### src/rtl/comparator_seq.sv
// comparator_seq: multi-cycle signed/unsigned magnitude comparator.
// Computes a - b one CHUNK-bit slice per cycle (LSB first) using a single
// narrow adder, then derives lt/eq and the selected op result (LT/LE/EQ/NE).
// Optional macro COMPARATOR_SEQ_BACK_TO_BACK_EN lets a new transaction be
// accepted on the same edge the previous result is taken.
module comparator_seq #(
    parameter int N     = 32,
    parameter int CHUNK = 8
) (
    input  logic         clk,
    input  logic         rst,
    input  logic         i_valid,
    output logic         i_ready,
    input  logic [N-1:0] a,
    input  logic [N-1:0] b,
    input  logic         is_signed,
    input  logic [1:0]   op,
    output logic         o_valid,
    input  logic         o_ready,
    output logic         out,
    output logic         lt,
    output logic         eq
);

    localparam int BEATS = N / CHUNK;
    localparam int BW    = (BEATS > 1) ? $clog2(BEATS) : 1;
    localparam logic [BW-1:0] LAST_BEAT = BW'(BEATS - 1);

    typedef enum logic [1:0] {
        IDLE,
        BUSY,
        DONE
    } state_t;

    state_t         state_q;
    logic [N-1:0]   opA_q;
    logic [N-1:0]   opNotB_q;
    logic           isSigned_q;
    logic [1:0]     opSel_q;
    logic           carry_q;
    logic           nonzero_q;
    logic [BW-1:0]  beat_q;
    logic           oValid_q;
    logic           out_q;
    logic           lt_q;
    logic           eq_q;

    logic [CHUNK:0] sliceSum;
    logic           nonzero_d;
    logic           eq_d;
    logic           lt_d;
    logic           out_d;
    logic           sumMsb;
    logic           aMsb;
    logic           bMsb;
    logic           overflow;
    logic           accept;

    // One adder slice: current low chunk of A plus low chunk of ~B plus carry.
    // The operand registers shift right each beat, so the active chunk is
    // always at bit 0 and the final beat sees the operand MSBs at CHUNK-1.
    always_comb begin
        sliceSum  = {1'b0, opA_q[CHUNK-1:0]} + {1'b0, opNotB_q[CHUNK-1:0]}
                  + {{CHUNK{1'b0}}, carry_q};
        nonzero_d = nonzero_q | (|sliceSum[CHUNK-1:0]);
        eq_d      = ~nonzero_d;
        sumMsb    = sliceSum[CHUNK-1];
        aMsb      = opA_q[CHUNK-1];
        bMsb      = ~opNotB_q[CHUNK-1];
        overflow  = (aMsb ^ bMsb) & (sumMsb ^ aMsb);
        lt_d      = isSigned_q ? (sumMsb ^ overflow) : ~sliceSum[CHUNK];
        out_d     = 1'b0;
        case (opSel_q)
            2'b00:   out_d = lt_d;
            2'b01:   out_d = lt_d | eq_d;
            2'b10:   out_d = eq_d;
            default: out_d = ~eq_d;
        endcase
    end

`ifdef COMPARATOR_SEQ_BACK_TO_BACK_EN
    assign i_ready = (state_q == IDLE) || ((state_q == DONE) && o_ready);
`else
    assign i_ready = (state_q == IDLE);
`endif

    assign accept  = i_valid && i_ready;
    assign o_valid = oValid_q;
    assign out     = out_q;
    assign lt      = lt_q;
    assign eq      = eq_q;

    // Control FSM plus datapath registers; a new capture overrides the
    // DONE->IDLE return when a result is taken and new operands arrive together.
    always_ff @(posedge clk) begin
        if (rst) begin
            state_q    <= IDLE;
            opA_q      <= '0;
            opNotB_q   <= '0;
            isSigned_q <= 1'b0;
            opSel_q    <= 2'b00;
            carry_q    <= 1'b0;
            nonzero_q  <= 1'b0;
            beat_q     <= '0;
            oValid_q   <= 1'b0;
            out_q      <= 1'b0;
            lt_q       <= 1'b0;
            eq_q       <= 1'b0;
        end else begin
            case (state_q)
                IDLE: begin
                end
                BUSY: begin
                    opA_q     <= opA_q >> CHUNK;
                    opNotB_q  <= opNotB_q >> CHUNK;
                    carry_q   <= sliceSum[CHUNK];
                    nonzero_q <= nonzero_d;
                    beat_q    <= beat_q + BW'(1);
                    if (beat_q == LAST_BEAT) begin
                        state_q  <= DONE;
                        oValid_q <= 1'b1;
                        out_q    <= out_d;
                        lt_q     <= lt_d;
                        eq_q     <= eq_d;
                    end
                end
                DONE: begin
                    if (o_ready) begin
                        oValid_q <= 1'b0;
                        state_q  <= IDLE;
                    end
                end
                default: state_q <= IDLE;
            endcase

            if (accept) begin
                opA_q      <= a;
                opNotB_q   <= ~b;
                isSigned_q <= is_signed;
                opSel_q    <= op;
                carry_q    <= 1'b1;
                nonzero_q  <= 1'b0;
                beat_q     <= '0;
                state_q    <= BUSY;
            end
        end
    end

endmodule

### config.mk
export PLATFORM = sky130hd
export DESIGN_NAME = comparator_seq
export DESIGN_NICKNAME = d
export VERILOG_FILES = /design/src/rtl/comparator_seq.sv
export SDC_FILE = /design/constraint.sdc
export NUM_CORES = 1
export LEC_CHECK = 0
export CAP_MARGIN = 15
export CORE_UTILIZATION = 50
export CTS_CLUSTER_DIAMETER = 100
export DETAILED_ROUTE_END_ITERATION = 6
export PLACE_DENSITY = 0.8
export SYNTH_ARGS = -nofsm -noshare
export SYNTH_HDL_FRONTEND = slang
export SYNTH_SLANG_ARGS = --single-unit
### constraint.sdc
create_clock -name clk -period 8.1 [get_ports clk]
set_clock_uncertainty 0.05 [all_clocks]
set_input_delay 1.62 -clock clk [delete_from_list [all_inputs] [get_ports clk]]
set_output_delay 1.62 -clock clk [all_outputs]
set_load 0.005 [all_outputs]
# Yosys cells after proc, flatten, opt, wreduce, memory -nomap -nowiden
# Index checks and enable logic that the tools add are counted.
# classes
bitwise_logic	11
add_sub_neg	3
muxes	15
eq_ne	10
reduce_logical	11
# op_table
cell	n
2-to-1 mux 32 bit	4
NOT 32 bit	1
adder 8 x 8 -> 9 bit	1
adder 9 x 1 -> 9 bit	1
AND reduction 3 bit	3
OR reduction 8 bit	1
== test 2 bit (second input constant)	3
2-to-1 mux 1 bit	6
!= test 3 bit (second input constant)	2
case mux 2 bit (3 select lines)	1
== test 2 x 1 -> 1 bit (second input constant)	2
logical NOT 2 bit	2
2-to-1 mux 2 bit	2
!= test 2 bit (second input constant)	2
NOT 1 bit	4
nonzero test 2 bit	2
case mux 1 bit (3 select lines)	1
XOR 1 bit	3
adder 2 x 1 -> 2 bit (second input constant)	1
!= test 2 x 1 -> 1 bit (second input constant)	1
OR 1 bit	2
case mux 1 bit (2 select lines)	1
AND reduction 2 bit	1
OR reduction 2 bit	1
2 further kinds	2
# word_totals
ff_bits	77
wordCells	63

# Depth between registers and ports, before layout
# depth
word_depth	8
depth_mapped	13
ltp_nobuf	13

# Worst setup path after synthesis
# Ideal clock, no wire load.
# synth_timing
path_type	register to register
from	reg opA_q[0]
to	reg out_q, in the netlist out
setup_time_ps	70
path_buffers	0
t_arrival_ps	3260
stages_incl_launch_ff	13
path_slack_ps	4721
path_cell_list	dfxtp_1 fa_1 a21o_1 a21oi_1 o21ai_0 o21ai_0 nand2b_1 fa_1 or4_2 nor3_2 o211ai_2 o41a_1 a21oi_1
# synth_between
elab_chain_cells	8
# synth_rtl
element	line	text
from (decl)	36	logic [N-1:0] opA_q;
from (signal assigned)	114	opA_q <= opA_q >> CHUNK;
adder 8 x 8 -> 9 bit *	63	sliceSum = {1'b0, opA_q[CHUNK-1:0]} + {1'b0, opNotB_q[CHUNK-1:0]}
adder 9 x 1 -> 9 bit *	64	+ {{CHUNK{1'b0}}, carry_q};
XOR 1 bit	70	overflow = (aMsb ^ bMsb) & (sumMsb ^ aMsb);
bitwise AND 1 bit	70	
XOR 1 bit	71	lt_d = isSigned_q ? (sumMsb ^ overflow) : ~sliceSum[CHUNK];
2-to-1 mux 1 bit	71	
OR 1 bit	75	2'b01: out_d = lt_d | eq_d;
case mux 1 bit (3 select lines) *	73	case (opSel_q)
to (signal assigned)	122	out_q <= out_d;
to (decl)	44	logic out_q;
# Mark *: on every way between the ends. The rest lies on a longest branch, timed or not.
# A chain may end at the register's enable or synchronous reset.

# Worst setup path after layout
# Same ends and word-level chain as after synthesis.

==> flow_metrics.tcl <==
set metrics [dict create \
    irDropWorstVdd_uv 144 \
    synth.distinct_cells 39 \
    seq_area_frac_synth_pct 46.4 \
    p_int_mw 0.625 \
    synth-seq-cells 77 \
    ff_latch_area_sq_um 1540 \
    cts-root-buf "clkbuf_8" \
    p_sw_share_pct 26.8 \
    drive_gt1_share_pct 5.48 \
    synth-simple-area-share_pct 18.2 \
    min_period_over_period_pct 46.6 \
    ant_nets 0 \
    cts-buffers-inserted 9 \
    grt_pass1_wl_mm 13.0 \
    cts_max_level 3 \
    arrival_ns 4.00 \
    numPortBuffers 75 \
    synth_nets 475 \
    clock.fmax_ghz 0.265 \
    antenna_found_initial 0 \
    viasPerCell 5.71 \
    syn_area_per_cell_sq_um 8.46 \
    drc 0 \
    synth_compound_area_share_pct 23.8 \
    power_switching_mw 0.228 \
    cp-start-kind "flip-flop" \
    crit_required_ns 8.33 \
    crit_type "flip-flop to flip-flop" \
    cts.sinks 77 \
    vias 3041 \
    pwr-share-seq_pct 49.2 \
    num_io_pins 76 \
    slew_violations 0 \
    leakage_nw 1.64 \
    cts.repair.resized 0 \
    clkLatencyLatePin_ns 0.35 \
    num-fill-cells 537 \
    hp-class "flip-flop to flip-flop" \
    fin_crit_ns 3.77 \
    die_x_um 83.5 \
    syn-cell-area_sq_um 3320 \
    dr.pass1.iters 4 \
    endpoint_kind "flip-flop" \
    tritoncts "built" \
    grt_pass1_vias 2854 \
    clkTransAtPathRegs_ns 0.08 \
    synth_top_family_by_area "compound AO/OA/AOI/OAI gates" \
    antennaDiodeCount 0 \
    drt-total-wl_mm 7.88 \
    rsz0062_at_grt "false" \
    num_rows 29 \
    worst_pin_slew_ns 1.03 \
    cp_max_fo 4 \
    power.total_mw 0.853 \
    max-slew-margin-rel_pct 31.1 \
    hold_buffers 0 \
    start_util_pct 52.1 \
    min_path_cells 2 \
    syn2layout_area_growth_pct 28.3 \
    synthCells 393 \
    grt_start_max_net_pins 78 \
    clockBufferDepth 2 \
    final_nets 533 \
    p_per_area_nw_per_um2 200 \
    ff2ff_path_depth 12 \
    clkPwrFrac_pct 34.1 \
    setup_tns_ns 0 \
    drt_iter0_drc 250 \
    wire_per_inst_um 14.8 \
    die_y_um 83.5 \
    multi_input_area_sq_um 1640 \
    holdWs_ns 0.406 \
    post-cts-setup-buffer-count 0 \
    synth_xor_area_share_pct 1.32 \
    yosys.area_share.adder_pct 4.82 \
    maxCapViolCount 0 \
    place_congestion 0.757 \
    dp_hpwl_mm 5.24 \
    track_usage_pct 23.0 \
    synthMuxAreaShare_pct 0.602 \
    yosysWarnings 0 \
    core-area_sq_um 6390 \
    die_area_sq_um 6980 \
    finalHoldViolations 0 \
    grt.overflow.total 0 \
    status "finished, final reports clean" \
    combPwrFrac_pct 16.6 \
    finalSetupViolCount 0 \
]
-- cells in the final DEF, fill, tap and decap left out, types with 8 or more instances in the layout --
master	synthesis	layout
a21oi_1	41	41
a221oi_1	24	24
a22oi_1	25	25
a31oi_1	8	8
clkbuf_8	1	10
clkdlybuf4s50_1	0	74
dfxtp_1	77	77
ha_1	8	8
nand2_1	47	47
nand3_1	11	11
nor2_1	73	72
-- synth_stat cells (all sizes together) --
cell | instances | share of area, %
nor2b | 2 | 0.38
and2 | 2 | 0.38
mux2i | 2 | 0.60
o211ai | 1 | 0.38
xnor2 | 3 | 0.79
a31oi | 8 | 1.5
nand2 | 47 | 5.3
o21a | 1 | 0.23
nor3b | 1 | 0.23
inv | 4 | 0.45
o21bai | 1 | 0.23
a22oi | 25 | 5.6
or3b | 1 | 0.26
fa | 3 | 1.8
nor2 | 73 | 8.2
and3 | 1 | 0.19
or4 | 1 | 0.26
a221oi | 24 | 6.3
clkbuf | 28 | 3.5
a221o | 1 | 0.30
a21oi | 41 | 6.2
a211oi | 2 | 0.45
dfxtp | 77 | 46
a21o | 3 | 0.68
o21ai | 5 | 0.75
buf | 4 | 0.98
nor3 | 4 | 0.75
ha | 8 | 3.0
nand3 | 11 | 1.7
nand2b | 3 | 0.56
o211a | 1 | 0.30
o31ai | 1 | 0.23
o41a | 1 | 0.34
o41ai | 1 | 0.26
xor2 | 2 | 0.53
-- sequential cells by signal (all words and copies together), names as in the netlist --
register,flops
eq,1
o_valid,1
lt,1
carry_q,1
beat_q,2
opSel_q,2
state_q,2
opA_q,32
isSigned_q,1
out,1
nonzero_q,1
opNotB_q,32
-- worst max-delay path, stage by stage (launching register included) --
cell	delay, ns
dfxtp_1	0.34
fa_1	0.47
a21o_1	0.18
a21oi_1	0.28
o21ai_0	0.23
o21ai_0	0.21
nand2b_1	0.09
fa_1	0.42
or4_2	0.56
nor3_2	0.23
o211ai_2	0.16
o41a_1	0.34
a21oi_1	0.14
-- layer usage --
| metal | GRT usage, % | vias up | routed length [um] |
|---|---|---|---|
| met5 | 0 | - | 0 |
| met4 | 10.2 | 0 | 203 |
| met3 | 5.44 | 20 | 340 |
| met2 | 38.2 | 75 | 3870 |
| met1 | 28.6 | 1438 | 3460 |
| li1 | - | 1508 | - |
-- path summary, 6_finish.rpt --
kind | start | to | slack, ns
setup reg to reg | opA_q[0] | out | 4.33
hold reg to reg | lt | lt | 0.41
setup / recovery | opA_q[0] | out | 4.33
hold / removal | lt | lt | 0.41
-- through the flow --
step,cell area [sq um],std cells,worst slack [ns],utilization (%)
floorplan,3320,393,4.72,-
global placement,4060,517,4.45,63.6
detailed placement,4060,517,4.36,63.6
CTS,4260,533,4.33,66.8
global route,4260,533,4.14,66.8
finish,4260,533,4.33,66.8
-- power by group through the flow --
| stage | registers [mW] | logic [mW] | clock network [mW] |
|---|---|---|---|
| after floorplan | 0.422 | 0.0898 | 0 |
| after global placement | 0.427 | 0.136 | 0 |
| after detailed placement | 0.428 | 0.141 | 0 |
| after CTS | 0.419 | 0.142 | 0.296 |
| after global routing | 0.422 | 0.158 | 0.311 |
| final | 0.420 | 0.142 | 0.291 |
-- logic make-up after synthesis --
| family | Yosys count |
|---|---|
| xor gates and xnor gates | 5 |
| and+or+nand+nor | 146 |
| muxes | 2 |
| buffers and inverters | 36 |
| adders and majority gates | 11 |
| AOI/OAI and AO/OA | 116 |
| DFF | 77 |
-- area by class of cell --
| class | count | area share, % |
|---|---|---|
| Multi-Input combinational cell | 280 | 38.4 |
| Timing Repair Buffer | 79 | 18.2 |
| Sequential cell | 77 | 36.2 |
| Inverter | 4 | 0.352 |
| Clock inverter | 4 | 1.29 |
| Clock buffer | 12 | 3.40 |
| Tap cell | 77 | 2.26 |
(Power assumes the default switching activity.)
